<file path="config.mk">
export PLATFORM = sky130hd
export DESIGN_NAME = spi_rx_deserializer
export DESIGN_NICKNAME = d
export VERILOG_FILES = /design/src/rtl/spi_pkg.sv /design/src/rtl/spi_rx_fifo.sv /design/src/rtl/spi_rx_deserializer.sv
export SDC_FILE = /design/constraint.sdc
export NUM_CORES = 1
export LEC_CHECK = 0
export CAP_MARGIN = 5
export CORE_AREA = 8 8 92 94
export DETAILED_ROUTE_END_ITERATION = 7
export DIE_AREA = 0 0 100 102
export PLACE_DENSITY = 0.84
export SYNTH_ARGS = -nofsm -noshare
export SYNTH_HDL_FRONTEND = slang
export SYNTH_SLANG_ARGS = --single-unit
</file>
<file path="constraint.sdc">
create_clock -name i_clk -period 8.91 [get_ports i_clk]
set_input_delay 1.782 -clock i_clk [delete_from_list [all_inputs] [get_ports i_clk]]
set_output_delay 1.782 -clock i_clk [all_outputs]
set_load 0.05 [all_outputs]
</file>
<file path="src/rtl/spi_pkg.sv">
// Shared SPI definitions: protocol encodings, maximum frame length, receive FSM
// states and small decode helpers used by the receive data path.
package spi_pkg;

  localparam logic [1:0] PROTO_SINGLE = 2'd0;
  localparam logic [1:0] PROTO_DUAL   = 2'd1;
  localparam logic [1:0] PROTO_QUAD   = 2'd2;

  localparam int SPI_MAX_LEN = 8;

  typedef enum logic {
    ST_IDLE  = 1'b0,
    ST_SHIFT = 1'b1
  } rx_state_t;

  // Out-of-range lengths (0, 9..15) fall back to a full byte.
  function automatic logic [3:0] eff_len(input logic [3:0] len);
    if (len == 4'd0 || len > 4'(SPI_MAX_LEN)) begin
      return 4'(SPI_MAX_LEN);
    end
    return len;
  endfunction

  function automatic logic [2:0] proto_step(input logic [1:0] proto);
    case (proto)
      PROTO_DUAL: return 3'd2;
      PROTO_QUAD: return 3'd4;
      default:    return 3'd1;
    endcase
  endfunction

  // Right-justified bits of one sample; single mode listens on dq[1] only.
  function automatic logic [3:0] lane_bits(input logic [1:0] proto, input logic [3:0] dq);
    case (proto)
      PROTO_DUAL: return {2'b00, dq[1:0]};
      PROTO_QUAD: return dq;
      default:    return {3'b000, dq[1]};
    endcase
  endfunction

  function automatic logic [7:0] len_mask(input logic [3:0] len);
    logic [7:0] m;
    for (int i = 0; i < 8; i++) begin
      m[i] = (4'(i) < len);
    end
    return m;
  endfunction

endpackage

</file>
<file path="src/rtl/spi_rx_fifo.sv">
// Receive frame FIFO: DEPTH x 8 bits, first-word-fall-through head, push is
// accepted while full only when a pop happens in the same cycle.
module spi_rx_fifo #(
  parameter int DEPTH = 4
) (
  input  logic                   i_clk,
  input  logic                   i_rst,
  input  logic                   i_push,
  input  logic [7:0]             i_push_data,
  input  logic                   i_pop,
  output logic [7:0]             o_data,
  output logic                   o_full,
  output logic                   o_empty,
  output logic [$clog2(DEPTH):0] o_count
);

  localparam int AW = $clog2(DEPTH);

  logic [7:0]    r_mem [DEPTH];
  logic [AW-1:0] r_wr;
  logic [AW-1:0] r_rd;
  logic [AW:0]   r_count;

  logic w_rd;
  logic w_wr;

  assign o_empty = (r_count == '0);
  assign o_full  = (r_count == (AW+1)'(DEPTH));
  assign w_rd    = i_pop & ~o_empty;
  assign w_wr    = i_push & (~o_full | w_rd);
  assign o_count = r_count;
  assign o_data  = o_empty ? 8'h00 : r_mem[r_rd];

  always_ff @(posedge i_clk or posedge i_rst) begin
    if (i_rst) begin
      r_wr    <= '0;
      r_rd    <= '0;
      r_count <= '0;
      for (int i = 0; i < DEPTH; i++) begin
        r_mem[i] <= 8'h00;
      end
    end else begin
      if (w_wr) begin
        r_mem[r_wr] <= i_push_data;
        r_wr        <= r_wr + AW'(1);
      end
      if (w_rd) begin
        r_rd <= r_rd + AW'(1);
      end
      case ({w_wr, w_rd})
        2'b10:   r_count <= r_count + (AW+1)'(1);
        2'b01:   r_count <= r_count - (AW+1)'(1);
        default: r_count <= r_count;
      endcase
    end
  end

endmodule

</file>
<file path="src/rtl/spi_rx_deserializer.sv">
// SPI receive deserializer: assembles 1..8-bit single/dual/quad frames from
// strobed DQ samples and queues completed frames in a small FIFO.
import spi_pkg::*;

module spi_rx_deserializer #(
  parameter int DEPTH = 4
) (
  input  logic                   i_clk,
  input  logic                   i_rst,
  input  logic [1:0]             i_cfg_proto,
  input  logic                   i_cfg_endian,
  input  logic [3:0]             i_cfg_len,
  input  logic                   i_frame_start,
  input  logic                   i_sample,
  input  logic [3:0]             i_dq,
  output logic                   o_rx_valid,
  input  logic                   i_rx_ready,
  output logic [7:0]             o_rx_data,
  output logic [$clog2(DEPTH):0] o_rx_count,
  output logic                   o_overflow,
  input  logic                   i_clear_ovf,
  output logic                   o_busy
);

  rx_state_t  r_state;
  logic [1:0] r_proto;
  logic       r_endian;
  logic [3:0] r_len;
  logic [3:0] r_cnt;
  logic [7:0] r_sr;
  logic       r_ovf;

  logic [1:0] w_proto;
  logic       w_endian;
  logic [3:0] w_len;
  logic [3:0] w_cnt;
  logic [7:0] w_sr;
  logic [2:0] w_step;
  logic [3:0] w_bits;
  logic [4:0] w_sum;
  logic [3:0] w_need;
  logic       w_act;
  logic       w_done;
  logic [7:0] w_lsb_acc;
  logic [7:0] w_msb_acc;
  logic [7:0] w_msb_last;
  logic [7:0] w_next_sr;
  logic [7:0] w_frame;
  logic       w_pop;
  logic       w_full;
  logic       w_empty;
  logic       w_drop;

  // A frame_start in the same cycle as a sample makes that sample the first
  // bit(s) of the new frame, so configuration and state bypass the registers.
  assign w_proto  = i_frame_start ? i_cfg_proto : r_proto;
  assign w_endian = i_frame_start ? i_cfg_endian : r_endian;
  assign w_len    = i_frame_start ? eff_len(i_cfg_len) : r_len;
  assign w_cnt    = i_frame_start ? 4'd0 : r_cnt;
  assign w_sr     = i_frame_start ? 8'h00 : r_sr;

  assign w_step = proto_step(w_proto);
  assign w_bits = lane_bits(w_proto, i_dq);
  assign w_sum  = {1'b0, w_cnt} + {2'b00, w_step};
  assign w_need = w_len - w_cnt;
  assign w_act  = i_sample & (i_frame_start | (r_state == ST_SHIFT));
  assign w_done = w_act & (w_sum >= {1'b0, w_len});

  assign w_lsb_acc  = w_sr | ({4'b0000, w_bits} << w_cnt);
  assign w_msb_acc  = (w_sr << w_step) | {4'b0000, w_bits};
  // On the final MSB-first sample only the earliest (highest-lane) bits count.
  assign w_msb_last = (w_sr << w_need) | {4'b0000, w_bits >> ({1'b0, w_step} - w_need)};

  assign w_next_sr = w_endian ? w_lsb_acc : w_msb_acc;
  assign w_frame   = w_endian ? (w_lsb_acc & len_mask(w_len)) : w_msb_last;

  assign w_pop  = ~w_empty & i_rx_ready;
  assign w_drop = w_done & w_full & ~w_pop;

  always_ff @(posedge i_clk or posedge i_rst) begin
    if (i_rst) begin
      r_state  <= ST_IDLE;
      r_proto  <= PROTO_SINGLE;
      r_endian <= 1'b0;
      r_len    <= 4'd0;
      r_cnt    <= 4'd0;
      r_sr     <= 8'h00;
    end else begin
      if (i_frame_start) begin
        r_proto  <= i_cfg_proto;
        r_endian <= i_cfg_endian;
        r_len    <= eff_len(i_cfg_len);
      end
      if (w_done) begin
        r_state <= ST_IDLE;
        r_cnt   <= 4'd0;
        r_sr    <= 8'h00;
      end else if (w_act) begin
        r_state <= ST_SHIFT;
        r_cnt   <= w_sum[3:0];
        r_sr    <= w_next_sr;
      end else if (i_frame_start) begin
        r_state <= ST_SHIFT;
        r_cnt   <= 4'd0;
        r_sr    <= 8'h00;
      end
    end
  end

  // A fresh drop wins over a simultaneous clear.
  always_ff @(posedge i_clk or posedge i_rst) begin
    if (i_rst) begin
      r_ovf <= 1'b0;
    end else if (w_drop) begin
      r_ovf <= 1'b1;
    end else if (i_clear_ovf) begin
      r_ovf <= 1'b0;
    end
  end

  spi_rx_fifo #(
    .DEPTH(DEPTH)
  ) u_fifo (
    .i_clk       (i_clk),
    .i_rst       (i_rst),
    .i_push      (w_done),
    .i_push_data (w_frame),
    .i_pop       (i_rx_ready),
    .o_data      (o_rx_data),
    .o_full      (w_full),
    .o_empty     (w_empty),
    .o_count     (o_rx_count)
  );

  assign o_rx_valid = ~w_empty;
  assign o_overflow = r_ovf;
  assign o_busy     = (r_state == ST_SHIFT);

endmodule

</file>
==> insert_results.sql <==
INSERT INTO impl_metrics (metric_group, metric, value, unit) VALUES
('drt', 'ant_nets', '0', ''),
('synth', 'synth_top_area_share', '34.6', '%'),
('die', 'die-height', '102', 'um'),
('die', 'core-area', '0.00706', 'mm^2'),
('layout', 'finish.utilization', '68.8', '%'),
('timing', 'smallest_hold_slack', '0.504', 'ns'),
('pwr', 'vdd_drop_max', '0.114', 'mV'),
('setup_path', 'worst-setup-path-type', 'in -> reg', ''),
('global_routing', 'grt.overflow.total', '0', ''),
('layout', 'n_antenna_cell', '0', ''),
('clocking', 'cts_buffer_depth', '2', ''),
('layout', 'finish.cell_count_without_fillers', '589', ''),
('global_routing', 'track_usage', '24.8', '%'),
('layout', 'filler_cell_count', '580', ''),
('clocking', 'cts_hold_buf', '0', ''),
('clocking', 'clock_tree_from_tritoncts', 'done', ''),
('layout', 'final_stage_net_count', '526', ''),
('die', 'initial_core_util', '61.4', '%'),
('die', 'ioPinCount', '31', ''),
('synth', 'synth_most_common_cell', 'sky130_fd_sc_hd__dfrtp_1', ''),
('place', 'gp_routability_congestion', '0.986', ''),
('setup_path', 'arrival', '6.88', 'ns'),
('drt', 'vias', '4017', ''),
('timing', 'final.setup.tns', '0', 'ns'),
('pwr', 'post_layout_power', '1.47', 'mW'),
('run_status', 'run_status', 'completed', ''),
('synth', 'synth.top_cells.by_count', '60 x sky130_fd_sc_hd__dfrtp_1, 52 x sky130_fd_sc_hd__a21oi_1, 35 x sky130_fd_sc_hd__nand2_1', ''),
('layout', 'layout-drive-gt1-share', '11.2', '%'),
('clocking', 'cts_resizes', '0', ''),
('setup_path', 'critPathLaunchType', 'primary input', ''),
('clocking', 'worstSkewPairLatency', '0.36', 'ns'),
('die', 'floorplan.rows', '31', ''),
('drt', 'postRouteWirelength', '12.2', 'mm'),
('place', 'place.detailed.hpwl', '8.50', 'mm'),
('setup_path', 'worst_ep_required_time', '9.19', 'ns'),
('setup_path', 'critical_path.max_fanout', '21', ''),
('die', 'die_area', '0.0102', 'mm^2'),
('clocking', 'post_cts_buffers', '0', ''),
('synth', 'synthesis.yosys.warnings', '0', ''),
('drt', 'first_pass_iters', '7', ''),
('drt', 'detail_route.vias_per_cell', '6.82', ''),
('global_routing', 'grt_pass1_wl', '19.8', 'mm'),
('clocking', 'root_buffer', 'sky130_fd_sc_hd__clkbuf_8', ''),
('synth', 'synth_fp_nets', '510', ''),
('layout', 'area_growth', '12.1', '%'),
('synth', 'netlist-cell-type-count', '54', ''),
('synth', 'postSynthAreaPerCell', '9.24', 'um^2'),
('timing', 'clock-skew-final', '0.00800', 'ns'),
('worst_hold_path', 'min-delay-path-class', 'reg -> reg', ''),
('setup_path', 'crit_end_element', 'flop', ''),
('drt', 'first_iter_violations', '492', ''),
('clocking', 'htree_num_levels', '3', ''),
('pwr', 'power.static_leakage', '2.14', 'nW'),
('timing', 'number_of_hold_slack_violations_in_the_final_timing_report', '0', ''),
('synth', 'synth_top_flop_cell', 'sky130_fd_sc_hd__dfrtp_1', ''),
('flow_run', 'maxCapViolCount', '0', ''),
('synth', 'yosys.area.top_type', 'sky130_fd_sc_hd__dfrtp_1', ''),
('synth', 'async_flop_share', '100', '%'),
('synth', 'synth.yosys.seq_area_share', '34.6', '%'),
('global_routing', 'grt_antenna_before_repair', '0', ''),
('place', 'place_area', '0.00467', 'mm^2'),
('timing', 'timing.max_slew.rel_slack', '41.1', '%'),
('timing', 'setup-violations-final', '0', ''),
('synth', 'area_of_the_mapped_netlist', '0.00433', 'mm^2'),
('drt', 'drc_errors', '0', ''),
('drt', 'routed_wire_per_std_cell', '20.7', 'um'),
('clocking', 'numCtsBuffers', '9', ''),
('global_routing', 'maximum_number_of_pins_on_one_net_before_global_route_repair', '61', ''),
('timing', 'final_period_util', '74.1', '%'),
('timing', 'timing.final.crit_period', '6.60', 'ns'),
('clocking', 'clk_pin_slew_worst_paths', '0.07', 'ns');
-- layer usage --
layer | routed length (um) | track usage (%)
met1 | 4780 | 30.3
met2 | 5670 | 38.3
met3 | 1220 | 7.43
met4 | 500 | 14.3
met5 | 0 | 0
-- critical path: stages --
cell and delay, ns:
sky130_fd_sc_hd__clkdlybuf4s50_1 0.96, sky130_fd_sc_hd__mux2i_1 0.38, sky130_fd_sc_hd__inv_1 0.10, sky130_fd_sc_hd__ha_1 0.69, sky130_fd_sc_hd__ha_1 0.29, sky130_fd_sc_hd__fa_1 0.44
sky130_fd_sc_hd__ha_1 0.31, sky130_fd_sc_hd__a21o_1 0.16, sky130_fd_sc_hd__a21o_1 0.21, sky130_fd_sc_hd__a31oi_1 0.43, sky130_fd_sc_hd__nand2_1 0.14, sky130_fd_sc_hd__fa_1 0.41
sky130_fd_sc_hd__nand3b_1 0.21, sky130_fd_sc_hd__mux2i_1 0.21, sky130_fd_sc_hd__xor2_1 0.16
-- registers in the layout, indices dropped and copies added (netlist names) --
signal,flops
u_fifo.r_mem,32
r_sr,8
o_busy,1
r_endian,1
o_overflow,1
r_cnt,4
u_fifo.r_rd,2
r_proto,2
u_fifo.r_wr,2
u_fifo.o_count,3
r_len,4
-- cell usage in the layout (no fill, tap or decap), types with 10 or more instances in the layout --
master / n
sky130_fd_sc_hd__a21oi_1: 52
sky130_fd_sc_hd__a31oi_1: 10
sky130_fd_sc_hd__and2_1: 14
sky130_fd_sc_hd__clkdlybuf4s50_1: 30
sky130_fd_sc_hd__dfrtp_1: 60
sky130_fd_sc_hd__ha_1: 20
sky130_fd_sc_hd__inv_1: 23
sky130_fd_sc_hd__mux2_2: 16
sky130_fd_sc_hd__mux2i_1: 19
sky130_fd_sc_hd__nand2_1: 35
sky130_fd_sc_hd__nand3_1: 14
sky130_fd_sc_hd__nor2_1: 19
sky130_fd_sc_hd__o21ai_0: 30
-- path summary, 6_finish.rpt --
kind	start	end	slack [ns]	cells past startpoint
worst min-delay path	u_fifo.r_mem[4]$_DFFE_PP0P_	u_fifo.r_mem[4]$_DFFE_PP0P_	0.50	1
worst max register to register	r_proto[1]$_DFF_PP0_	u_fifo.o_count[2]$_DFFE_PP0P_	4.49	14
min in group asynchronous	i_rst	r_sr[6]$_DFF_PP0_	1.95	3
worst min register to register	u_fifo.r_mem[4]$_DFFE_PP0P_	u_fifo.r_mem[4]$_DFFE_PP0P_	0.50	1
worst max-delay path	i_frame_start	u_fifo.o_count[2]$_DFFE_PP0P_	2.31	15
max in group asynchronous	i_rst	u_fifo.r_mem[16]$_DFFE_PP0P_	6.46	3
-- area by class of cell --
| class | instances | area, um^2 | area share (%) |
|---|---|---|---|
| timing repair buffer | 34 | 330 | 6.80 |
| inverter | 25 | 93.8 | 1.93 |
| sequential | 60 | 1500 | 30.9 |
| tap | 99 | 124 | 2.55 |
| clock buffer | 10 | 128 | 2.63 |
| multi-input combinational | 355 | 2620 | 53.9 |
| clock inverter | 6 | 63.8 | 1.31 |
-- report_power, final --
| part | leakage (nW) | switching (mW) | internal (mW) |
|---|---|---|---|
| combinational | 1.28 | 0.453 | 0.310 |
| clock | 0.0927 | 0.118 | 0.129 |
| sequential | 0.769 | 0.100 | 0.361 |
-- logic make-up after synthesis --
group	Yosys count	synth area share, %
fa+ha+maj	24	7.62
compound gates	143	20.5
flops	60	34.6
xor+xnor	12	2.60
mux	48	14.6
simple gates	128	15.1
buf+inv	54	4.97
(Power assumes the default switching activity.)
